<file path="src/rtl/rp8_uart_tx_if.sv">
// rp8 I/O peripheral bus: the core drives strobes, address, data and mask; the responder returns read data.
interface rp8_uart_tx_if;
  localparam int unsigned AW = 6;
  localparam int unsigned DW = 8;

  logic          io_wen;
  logic          io_ren;
  logic [AW-1:0] io_adr;
  logic [DW-1:0] io_wdt;
  logic [DW-1:0] io_msk;
  logic [DW-1:0] io_rdt;

  modport master (output io_wen, io_ren, io_adr, io_wdt, io_msk, input io_rdt);
  modport slave  (input io_wen, io_ren, io_adr, io_wdt, io_msk, output io_rdt);
endinterface

</file>
<file path="src/rtl/rp8_uart_tx.sv">
// rp8_uart_tx: memory-mapped 8N1 UART transmitter (DATA/STAT/CTRL/BAUD at ADR+0..3) with level irq.
// Define RP8_UART_TX_FIFO_EN for a 2**FDW entry TX FIFO; otherwise a single holding register is used.
module rp8_uart_tx #(
  parameter logic [5:0]  ADR = 6'h0C,
  parameter int unsigned FDW = 2
) (
  input  logic         clk,
  input  logic         rst,
  rp8_uart_tx_if.slave bus,
  output logic         irq,
  output logic         txd
);
  localparam int unsigned DW = 8;
  localparam int unsigned CW = 8;
  localparam int unsigned IW = 3;

  localparam logic [1:0] OFF_DATA = 2'd0;
  localparam logic [1:0] OFF_STAT = 2'd1;
  localparam logic [1:0] OFF_CTRL = 2'd2;
  localparam logic [1:0] OFF_BAUD = 2'd3;

  localparam logic [1:0] S_IDLE  = 2'd0;
  localparam logic [1:0] S_START = 2'd1;
  localparam logic [1:0] S_DATA  = 2'd2;
  localparam logic [1:0] S_STOP  = 2'd3;

  // Elaboration-time parameter sanity.
  if (ADR[1:0] != 2'b00) begin : g_adr_chk
    $error("rp8_uart_tx: ADR must be a multiple of 4");
  end
  if (FDW > 8) begin : g_fdw_chk
    $error("rp8_uart_tx: FDW out of range");
  end

  // ---------------------------------------------------------------------------
  // Bus decode
  // ---------------------------------------------------------------------------
  logic          wr_hit;
  logic          rd_hit;
  logic [1:0]    off;
  logic          push;
  logic          push_ok;
  logic [DW-1:0] push_data;

  assign off       = bus.io_adr[1:0];
  assign wr_hit    = bus.io_wen && (bus.io_adr[5:2] == ADR[5:2]);
  assign rd_hit    = bus.io_ren && (bus.io_adr[5:2] == ADR[5:2]);
  assign push      = wr_hit && (off == OFF_DATA);
  assign push_data = bus.io_wdt & bus.io_msk;

  // ---------------------------------------------------------------------------
  // Transmit storage
  // ---------------------------------------------------------------------------
  logic          fifo_empty;
  logic          fifo_full;
  logic          fifo_empty_nx;
  logic [DW-1:0] fifo_head;
  logic          pop;

  // Full is taken from the registered state, so a push in the pop cycle of a full store is dropped.
  assign push_ok = push && !fifo_full;

`ifdef RP8_UART_TX_FIFO_EN
  if (FDW < 1) begin : g_fdw_min_chk
    $error("rp8_uart_tx: FDW must be at least 1 with the FIFO enabled");
  end

  localparam int unsigned DEPTH = 1 << FDW;
  localparam int unsigned PW    = FDW + 1;

  logic [DW-1:0] mem [DEPTH];
  logic [PW-1:0] wptr_q;
  logic [PW-1:0] rptr_q;
  logic [PW-1:0] wptr_nx;
  logic [PW-1:0] rptr_nx;

  // Pointers carry one extra MSB to tell full from empty.
  always_comb begin
    wptr_nx = wptr_q + PW'(push_ok);
    rptr_nx = rptr_q + PW'(pop);
  end

  assign fifo_empty    = (wptr_q == rptr_q);
  assign fifo_full     = (wptr_q[FDW] != rptr_q[FDW]) &&
                         (wptr_q[FDW-1:0] == rptr_q[FDW-1:0]);
  assign fifo_empty_nx = (wptr_nx == rptr_nx);
  assign fifo_head     = mem[rptr_q[FDW-1:0]];

  always_ff @(posedge clk or negedge rst) begin
    if (!rst) begin
      wptr_q <= '0;
      rptr_q <= '0;
    end else begin
      wptr_q <= wptr_nx;
      rptr_q <= rptr_nx;
    end
  end

  always_ff @(posedge clk) begin
    if (push_ok) begin
      mem[wptr_q[FDW-1:0]] <= push_data;
    end
  end
`else
  logic          hold_vld_q;
  logic          hold_vld_nx;
  logic [DW-1:0] hold_q;

  // Single holding register: occupied means full.
  always_comb begin
    hold_vld_nx = hold_vld_q;
    if (push_ok) begin
      hold_vld_nx = 1'b1;
    end else if (pop) begin
      hold_vld_nx = 1'b0;
    end
  end

  assign fifo_empty    = !hold_vld_q;
  assign fifo_full     = hold_vld_q;
  assign fifo_empty_nx = !hold_vld_nx;
  assign fifo_head     = hold_q;

  always_ff @(posedge clk or negedge rst) begin
    if (!rst) begin
      hold_vld_q <= 1'b0;
      hold_q     <= '0;
    end else begin
      hold_vld_q <= hold_vld_nx;
      if (push_ok) begin
        hold_q <= push_data;
      end
    end
  end
`endif

  // ---------------------------------------------------------------------------
  // Control / status registers
  // ---------------------------------------------------------------------------
  logic          ctrl_en_q,  ctrl_en_nx;
  logic          ctrl_ie_q,  ctrl_ie_nx;
  logic [CW-1:0] baud_q,     baud_nx;
  logic          ovf_q,      ovf_nx;

  always_comb begin
    ctrl_en_nx = ctrl_en_q;
    ctrl_ie_nx = ctrl_ie_q;
    baud_nx    = baud_q;
    ovf_nx     = ovf_q;
    if (wr_hit) begin
      case (off)
        OFF_DATA: begin
          if (fifo_full) begin
            ovf_nx = 1'b1;
          end
        end
        OFF_STAT: begin
          if (bus.io_wdt[3] && bus.io_msk[3]) begin
            ovf_nx = 1'b0;
          end
        end
        OFF_CTRL: begin
          {ctrl_ie_nx, ctrl_en_nx} = (bus.io_wdt[1:0] & bus.io_msk[1:0]) |
                                     ({ctrl_ie_q, ctrl_en_q} & ~bus.io_msk[1:0]);
        end
        default: begin
          baud_nx = (bus.io_wdt & bus.io_msk) | (baud_q & ~bus.io_msk);
        end
      endcase
    end
  end

  // ---------------------------------------------------------------------------
  // Shifter FSM
  // ---------------------------------------------------------------------------
  logic [1:0]    state_q, state_nx;
  logic [CW-1:0] cnt_q,   cnt_nx;
  logic [CW-1:0] per_q,   per_nx;
  logic [IW-1:0] idx_q,   idx_nx;
  logic [DW-1:0] shr_q,   shr_nx;
  logic          txd_q,   txd_nx;
  logic          bit_end;
  logic          start_ok;
  logic          busy;

  // per_q latches BAUD at each bit boundary so mid-frame writes wait for the next bit.
  assign bit_end  = (cnt_q == per_q);
  assign start_ok = ctrl_en_q && !fifo_empty;
  assign busy     = (state_q != S_IDLE);

  always_comb begin
    state_nx = state_q;
    cnt_nx   = cnt_q + CW'(1);
    per_nx   = per_q;
    idx_nx   = idx_q;
    shr_nx   = shr_q;
    txd_nx   = txd_q;
    pop      = 1'b0;
    case (state_q)
      S_IDLE: begin
        cnt_nx = '0;
        txd_nx = 1'b1;
        if (start_ok) begin
          pop      = 1'b1;
          state_nx = S_START;
          txd_nx   = 1'b0;
          shr_nx   = fifo_head;
          per_nx   = baud_q;
        end
      end
      S_START: begin
        if (bit_end) begin
          state_nx = S_DATA;
          txd_nx   = shr_q[0];
          idx_nx   = '0;
          cnt_nx   = '0;
          per_nx   = baud_q;
        end
      end
      S_DATA: begin
        if (bit_end) begin
          cnt_nx = '0;
          per_nx = baud_q;
          if (idx_q == IW'(7)) begin
            state_nx = S_STOP;
            txd_nx   = 1'b1;
          end else begin
            idx_nx = idx_q + IW'(1);
            shr_nx = {1'b0, shr_q[DW-1:1]};
            txd_nx = shr_q[1];
          end
        end
      end
      default: begin
        if (bit_end) begin
          cnt_nx = '0;
          per_nx = baud_q;
          if (start_ok) begin
            pop      = 1'b1;
            state_nx = S_START;
            txd_nx   = 1'b0;
            shr_nx   = fifo_head;
          end else begin
            state_nx = S_IDLE;
            txd_nx   = 1'b1;
          end
        end
      end
    endcase
  end

  // ---------------------------------------------------------------------------
  // Read data and interrupt
  // ---------------------------------------------------------------------------
  logic [DW-1:0] stat;
  logic [DW-1:0] rdt_q, rdt_nx;
  logic          irq_q, irq_nx;

  assign stat = {4'b0000, ovf_q, busy, fifo_full, fifo_empty};

  always_comb begin
    rdt_nx = '0;
    if (rd_hit) begin
      case (off)
        OFF_STAT: rdt_nx = stat;
        OFF_CTRL: rdt_nx = {6'b000000, ctrl_ie_q, ctrl_en_q};
        OFF_BAUD: rdt_nx = baud_q;
        default:  rdt_nx = '0;
      endcase
    end
  end

  // Built from next-state values so irq tracks the registered status without an extra cycle.
  assign irq_nx = ctrl_ie_nx && fifo_empty_nx && (state_nx == S_IDLE);

  always_ff @(posedge clk or negedge rst) begin
    if (!rst) begin
      ctrl_en_q <= 1'b0;
      ctrl_ie_q <= 1'b0;
      baud_q    <= '0;
      ovf_q     <= 1'b0;
      state_q   <= S_IDLE;
      cnt_q     <= '0;
      per_q     <= '0;
      idx_q     <= '0;
      shr_q     <= '0;
      txd_q     <= 1'b1;
      rdt_q     <= '0;
      irq_q     <= 1'b0;
    end else begin
      ctrl_en_q <= ctrl_en_nx;
      ctrl_ie_q <= ctrl_ie_nx;
      baud_q    <= baud_nx;
      ovf_q     <= ovf_nx;
      state_q   <= state_nx;
      cnt_q     <= cnt_nx;
      per_q     <= per_nx;
      idx_q     <= idx_nx;
      shr_q     <= shr_nx;
      txd_q     <= txd_nx;
      rdt_q     <= rdt_nx;
      irq_q     <= irq_nx;
    end
  end

  assign txd        = txd_q;
  assign irq        = irq_q;
  assign bus.io_rdt = rdt_q;

endmodule

</file>
<file path="src/flat_wrapper.sv">
// flat-port wrapper written by rule: the top's interface ports become plain ports
module rp8_uart_tx_flat 
#(
  parameter logic [5:0]  ADR = 6'h0C,
  parameter int unsigned FDW = 2
)
  (clk, rst, irq, txd, bus_io_wen, bus_io_ren, bus_io_adr, bus_io_wdt, bus_io_msk, bus_io_rdt);
  rp8_uart_tx_if bus_i ();
  input  logic clk;
  input  logic rst;
  output logic irq;
  output logic txd;
  input wire logic [$bits(bus_i.io_wen)-1:0] bus_io_wen;
  input wire logic [$bits(bus_i.io_ren)-1:0] bus_io_ren;
  input wire logic [$bits(bus_i.io_adr)-1:0] bus_io_adr;
  input wire logic [$bits(bus_i.io_wdt)-1:0] bus_io_wdt;
  input wire logic [$bits(bus_i.io_msk)-1:0] bus_io_msk;
  output wire logic [$bits(bus_i.io_rdt)-1:0] bus_io_rdt;
  assign bus_i.io_wen = bus_io_wen;
  assign bus_i.io_ren = bus_io_ren;
  assign bus_i.io_adr = bus_io_adr;
  assign bus_i.io_wdt = bus_io_wdt;
  assign bus_i.io_msk = bus_io_msk;
  assign bus_io_rdt = bus_i.io_rdt;
  rp8_uart_tx #(.ADR(ADR), .FDW(FDW)) u_core (.clk(clk), .rst(rst), .bus(bus_i), .irq(irq), .txd(txd));
endmodule
</file>
<file path="config.mk">
export PLATFORM = sky130hd
export DESIGN_NAME = rp8_uart_tx_flat
export DESIGN_NICKNAME = d
export VERILOG_FILES = /design/src/rtl/rp8_uart_tx_if.sv /design/src/rtl/rp8_uart_tx.sv /design/src/flat_wrapper.sv
export SDC_FILE = /design/constraint.sdc
export NUM_CORES = 1
export LEC_CHECK = 0
export CORE_MARGIN = 10
export CORE_UTILIZATION = 40
export CTS_CLUSTER_DIAMETER = 120
export DETAILED_ROUTE_END_ITERATION = 12
export SLEW_MARGIN = 5
export SYNTH_ARGS = -nofsm -noshare
export SYNTH_HDL_FRONTEND = slang
export SYNTH_SLANG_ARGS = --single-unit
</file>
<file path="constraint.sdc">
create_clock -name clk -period 2.3 [get_ports clk]
set_clock_uncertainty 0.15 [all_clocks]
set_input_delay 0.23 -clock clk [delete_from_list [all_inputs] [get_ports clk]]
set_output_delay 0.23 -clock clk [all_outputs]
set_load 0.005 [all_outputs]
</file>
==> run metrics, run 1 <==
vias in the first global route=2086; Max Fclk=479.0 MHz; worst slew pin tran=332.6 ps; Seq/Total Area, Yosys=0.5115; DR WL/cell=14.87 microns; core area=0.006907 sq mm; multi-input logic area=0.001354 sq mm; Setup TNS=0 ps; Peak supply drop=0.4493 mV; Worst Setup End Kind=flop; Die Ht=105.0 microns; Die Wd=105.0 microns; final wirelength=6.127 mm; Syn Nets=293; Seq cells post-synth=59; share of layout cells above drive strength 1=0.2247; # DRC=0; starting DRC count in detailed routing=99; P&R area growth vs syn=25.51%; Synth async-reset ratio=1.000; RSZ-0062 raised after global routing=false; clock latency on the worst-skew pair=340 ps; PortBufs=35; status=finished, final reports clean; cell count after synthesis=260; Initial DRT Pass Iterations=4; routability cong.=0.7686; Int Pwr=2678 uW; routed via count=1996; H-tree levels=3; commonest non-fill, non-tap cell in the layout=dfrtp_1; minimum clock period after layout=2088 ps; main flop type after synthesis=dfrtp_1; yosys warns=0; largest net degree at the start of global routing=27; Critical Path Source Type=flop; # fillers=648; clock sink total=59; CTS tree=yes; Initial Utilization=0.4183; Comb pwr share=0.439; fin worst setup slack=212.2 ps; CP Max Fanout=8; pre-CTS WS=127.8 ps; Hold Fails Final Rpt=0; Layout Nets=345; Root Driver=clkbuf_8; Max Cap Violations=0; Net Sw Power=1472 uW; DR vias/cell=4.845; Synth cell types=41; setup violators final=0; die area=0.01102 sq mm; total track usage=0.1162; Lkg Pwr=0.001672 uW; register area=0.001478 sq mm; Post-Synthesis Mean Instance Area=11.11 sq um; initial antenna violation count=0; first-pass GRT wire length=10.40 mm; synthesized area=0.002889 sq mm; antenna diode count=0; Slew Limit Fails=0; fin crit share=0.9077; Detail Route Antenna Nets=0; total CTS buffers=9; Seq pwr share=0.346; CP arrival=2160 ps; power per cell area=1145 mW/mm^2; Clk network pwr share=0.215; WP data required=2370 ps; CTS Buffer Depth=2; critical path type=reg -> reg; Final Util=0.5250; # IOs=36; type of the worst min-delay path=in -> async; Rel. slew slack=0.7783; grt ovf=0; most frequent cells in the layout=dfrtp_1, nand2_1, clkdlybuf4s50_1; CTS clk-pin slew, worst paths=70 ps; Sw Ratio=0.3548; row cnt=30; DPL Wire Length=4.680 mm; number of flops mapped to enable cells by yosys=0
[logic make-up after synthesis]
group,Yosys count,share of synthesized area
muxes,37,0.1542
and+or+nand+nor,89,0.1529
buffers and inverters,15,0.01992
xor gates and xnor gates,14,0.04244
DFF,59,0.5115
adders and majority gates,7,0.03031
AOI/OAI and AO/OA,39,0.08879
[through the flow]
step,power (uW),hold WS [ps],cell area [sq um],cells
floorplan,2692,-215.6,2889,260
global placement,3262,2.858,3433,396
detailed placement,3288,-1.530,3433,396
CTS,4196,182.0,3626,412
global route,4452,188.0,3626,412
finish,4150,174.9,3626,412
[per-layer routing]
| layer | vias up | wire length, microns | GRT usage |
|---|---|---|---|
| met1 | 943 | 3053 | 0.1540 |
| li1 | 1006 | - | - |
| met4 | 0 | 126 | 0.05882 |
| met5 | - | 0 | 0 |
| met3 | 10 | 240 | 0.03378 |
| met2 | 37 | 2707 | 0.1677 |
[synth_stat cells, types with 2 or more instances]
cell type,count,area share
and3_1,5,0.011
mux2_4,8,0.042
nor4_4,2,0.015
a21oi_1,10,0.017
ha_1,7,0.030
dfrtp_1,58,0.50
clkbuf_1,7,0.0091
xor2_1,13,0.039
or2_2,2,0.0043
inv_1,7,0.0091
nor2_1,22,0.029
mux2_1,2,0.0078
nand2_1,34,0.044
nand4b_1,2,0.0061
nand3_1,12,0.021
nor3b_1,2,0.0052
and2_1,2,0.0043
o21ai_1,2,0.0035
mux2_2,26,0.10
o21ai_0,14,0.024
a22o_1,3,0.0091
[worst paths after layout]
path / startpoint / to / slack (ps) / cells past startpoint
max reg2reg: u_core.cnt_q[3] / u_core.shr_q[3] / 210 / 6
max: u_core.cnt_q[3] / u_core.shr_q[3] / 210 / 6
min in group clk: bus_io_wdt[7] / u_core.fifo_head[7] / 330 / 3
min: rst / u_core.ctrl_ie_q / 170 / 2
min reg2reg: u_core.fifo_head[0] / u_core.fifo_head[0] / 330 / 2
max in group asynchronous: rst / u_core.per_q[1] / 1200 / 3
[area by class of cell]
cell class / instances / area share
flip-flops and latches: 59 / 0.4075
repair buffers: 49 / 0.1284
well taps: 96 / 0.03313
inverters: 7 / 0.007246
multi-input cells: 186 / 0.3734
clock buffers: 10 / 0.03520
clock inverters: 5 / 0.01518
[power by group through the flow]
stage               clock network, uW  registers [uW]  logic, uW
global route                      963            1470       2020
global placement                    0            1450       1810
floorplan                           0            1400       1290
detailed placement                  0            1460       1830
finish                            892            1440       1820
CTS                               914            1440       1840
[critical path, stage by stage, from the launching register on]
cell and delay (ps):
dfrtp_1 440, xor2_1 190, nor4_4 350, a21oi_2 160
o22ai_4 220, buf_12 160, mux2_4 300
[repair_timing]
action,in CTS,in global routing
setup buffers,0,0
hold buffers,1,0
setup endpoints to repair,0,0
resized for setup,0,0
hold endpoints to repair,12,0
(Power assumes the default switching activity.)
==> inputs of run 2 (changes only) <==
- RECOVER_POWER: default -> 100
==> run 2 against run 1 <==
Compared with the run above: sequential cell count unchanged; register-to-register slack got worse by 110 ps; first-iteration DRC count decreased by 37%; sequential share of layout area increased by 0.51 points; die area unchanged; critical path depth unchanged; count of clock-buffer cells in the layout unchanged; utilization decreased by 0.65 points; sequential power about the same; via count increased by 0.45%; largest power group unchanged.
==> run metrics, run 2 (synthesized netlist as in run 1, its figures left out) <==
status=finished, final reports clean; CTS clk-pin slew, worst paths=70 ps (about the same); core area=0.006907 sq mm (unchanged); starting DRC count in detailed routing=62 (-37%); P&R area growth vs syn=23.95%; CP arrival=2270 ps (+110 ps); share of layout cells above drive strength 1=0.2025 (-0.02215); RSZ-0062 raised after global routing=false; DR vias/cell=4.867 (+0.45%); CTS tree=yes; first-pass GRT wire length=10.40 mm (unchanged); DPL Wire Length=4.680 mm (unchanged); Peak supply drop=0.3783 mV (-16%); grt ovf=0 (unchanged); critical path cell sequence=xor2_1, nor4_4, a21oi_1, o22ai_4, clkbuf_4, mux2_4; total track usage=0.1162 (unchanged); R2R cell count=6 (unchanged); H-tree levels=3 (unchanged); Lkg Pwr=0.001682 uW (+0.62%); PortBufs=35 (unchanged); CTS Buffer Depth=2 (unchanged); # DRC=0 (unchanged); clock sink total=59 (unchanged); WP data required=2370 ps (about the same); Hold Path Stages=3; Hold Fails Final Rpt=0 (unchanged); total CTS buffers=9 (unchanged); CP max-delay cell=dfrtp_1; die area=0.01102 sq mm (unchanged); Detail Route Antenna Nets=0 (unchanged); routability cong.=0.7686 (unchanged); Setup Buffers After CTS=0 (unchanged); minimum clock period after layout=2196 ps (+108.2 ps); Slew Limit Fails=0 (unchanged); setup violators final=0 (unchanged); Root Driver=clkbuf_8; Max Fclk=455.4 MHz (-4.9%); critical path type=reg -> reg; clock latency on the worst-skew pair=340 ps (about the same); # fillers=657 (+1.4%); # IOs=36 (unchanged); register area=0.001478 sq mm (unchanged); Layout Nets=345 (unchanged); antenna diode count=0 (unchanged); Rel. slew slack=0.4912 (-0.2871); most frequent cells in the layout=dfrtp_1, nand2_1, mux2_2; fin crit share=0.9548 (+0.04706); final wirelength=6.100 mm (-0.44%); initial antenna violation count=0 (unchanged); worst slew pin tran=763.3 ps (+430.7 ps); Worst Setup End Kind=flop; Setup TNS=0 ps (unchanged); pre-CTS WS=127.8 ps (unchanged); commonest non-fill, non-tap cell in the layout=dfrtp_1; fin worst setup slack=104.0 ps (-108.2 ps); CP Max Fanout=8 (unchanged); vias in the first global route=2086 (unchanged); Initial DRT Pass Iterations=4 (unchanged); routed via count=2005 (+0.45%); largest net degree at the start of global routing=27 (unchanged); row cnt=30 (unchanged); DR WL/cell=14.81 microns (-0.44%); CP peak stage delay=440 ps (about the same); Max Cap Violations=0 (unchanged); type of the worst min-delay path=in -> reg; power per cell area=1126 mW/mm^2 (-1.6%); multi-input logic area=0.001343 sq mm (-0.83%); Die Wd=105.0 microns (unchanged); Initial Utilization=0.4183 (unchanged); Critical Path Source Type=flop; Die Ht=105.0 microns (unchanged)
-- run 2: changes by cell type in the layout (fill, tap and decap cells not counted), moves of 2 or more --
| cell | delta |
|---|---|
| clkdlybuf4s50_1 | -12 |
| buf_4 | -6 |
| dlygate4sd3_1 | +12 |
| clkbuf_2 | +2 |
| clkbuf_1 | +5 |
-- run 2: worst max-delay path: cells and delay by family (launching register included) --
kind / cells / cell delay, ps
XOR/XNOR: 1 / 190
AO/OA/AOI/OAI: 2 / 400
buffers and inverters: 1 / 260
AND/OR/NAND/NOR: 1 / 330
flip-flops: 1 / 440
multiplexers: 1 / 310
-- run 2: power breakdown --
group	switching (uW)	internal, uW
Combinational	857	848
Sequential	179	1260
Clock	401	490
Total	1440	2600
-- run 2: metrics by stage --
stage	instance area, sq um	instances	hold WS, ps	util	total power, uW
floorplan	2889	260	-215.6	-	2692
global placement	3433	396	2.858	0.4971	3262
CTS	3626	412	182.0	0.5250	4196
global route	3581	412	344.3	0.5185	4333
finish	3581	412	321.3	0.5185	4032
detailed placement	3433	396	-1.530	0.4971	3288
-- run 2: worst paths after layout --
check / slack (ps) / start / end
setup / recovery: 100 / u_core.cnt_q[3] / u_core.shr_q[3]
hold reg to reg: 330 / u_core.fifo_head[0] / u_core.fifo_head[0]
max in group asynchronous: 600 / rst / u_core.per_q[1]
setup reg to reg: 100 / u_core.cnt_q[3] / u_core.shr_q[3]
min in group asynchronous: 330 / rst / u_core.irq
hold / removal: 320 / bus_io_wdt[7] / u_core.fifo_head[7]
-- run 2: routing by layer --
metal | share of wire | vias to the layer above | GRT usage
met4 | 0.020 | 0 | 0.05882
met2 | 0.44 | 40 | 0.1677
li1 | - | 1014 | -
met1 | 0.50 | 939 | 0.1540
met5 | 0 | - | 0
met3 | 0.045 | 12 | 0.03378
-- run 2: cell type report --
| cell class | instances | area share |
|---|---|---|
| flip-flops and latches | 59 | 0.4126 |
| inverters | 7 | 0.007338 |
| well taps | 96 | 0.03354 |
| clock buffers | 10 | 0.03564 |
| clock inverters | 5 | 0.01537 |
| multi-input cells | 186 | 0.3749 |
| repair buffers | 49 | 0.1205 |
-- run 2: what timing repair did --
item	CTS	global route
hold buffers	1	0
hold endpoints to repair	12	0
resized for setup	0	0
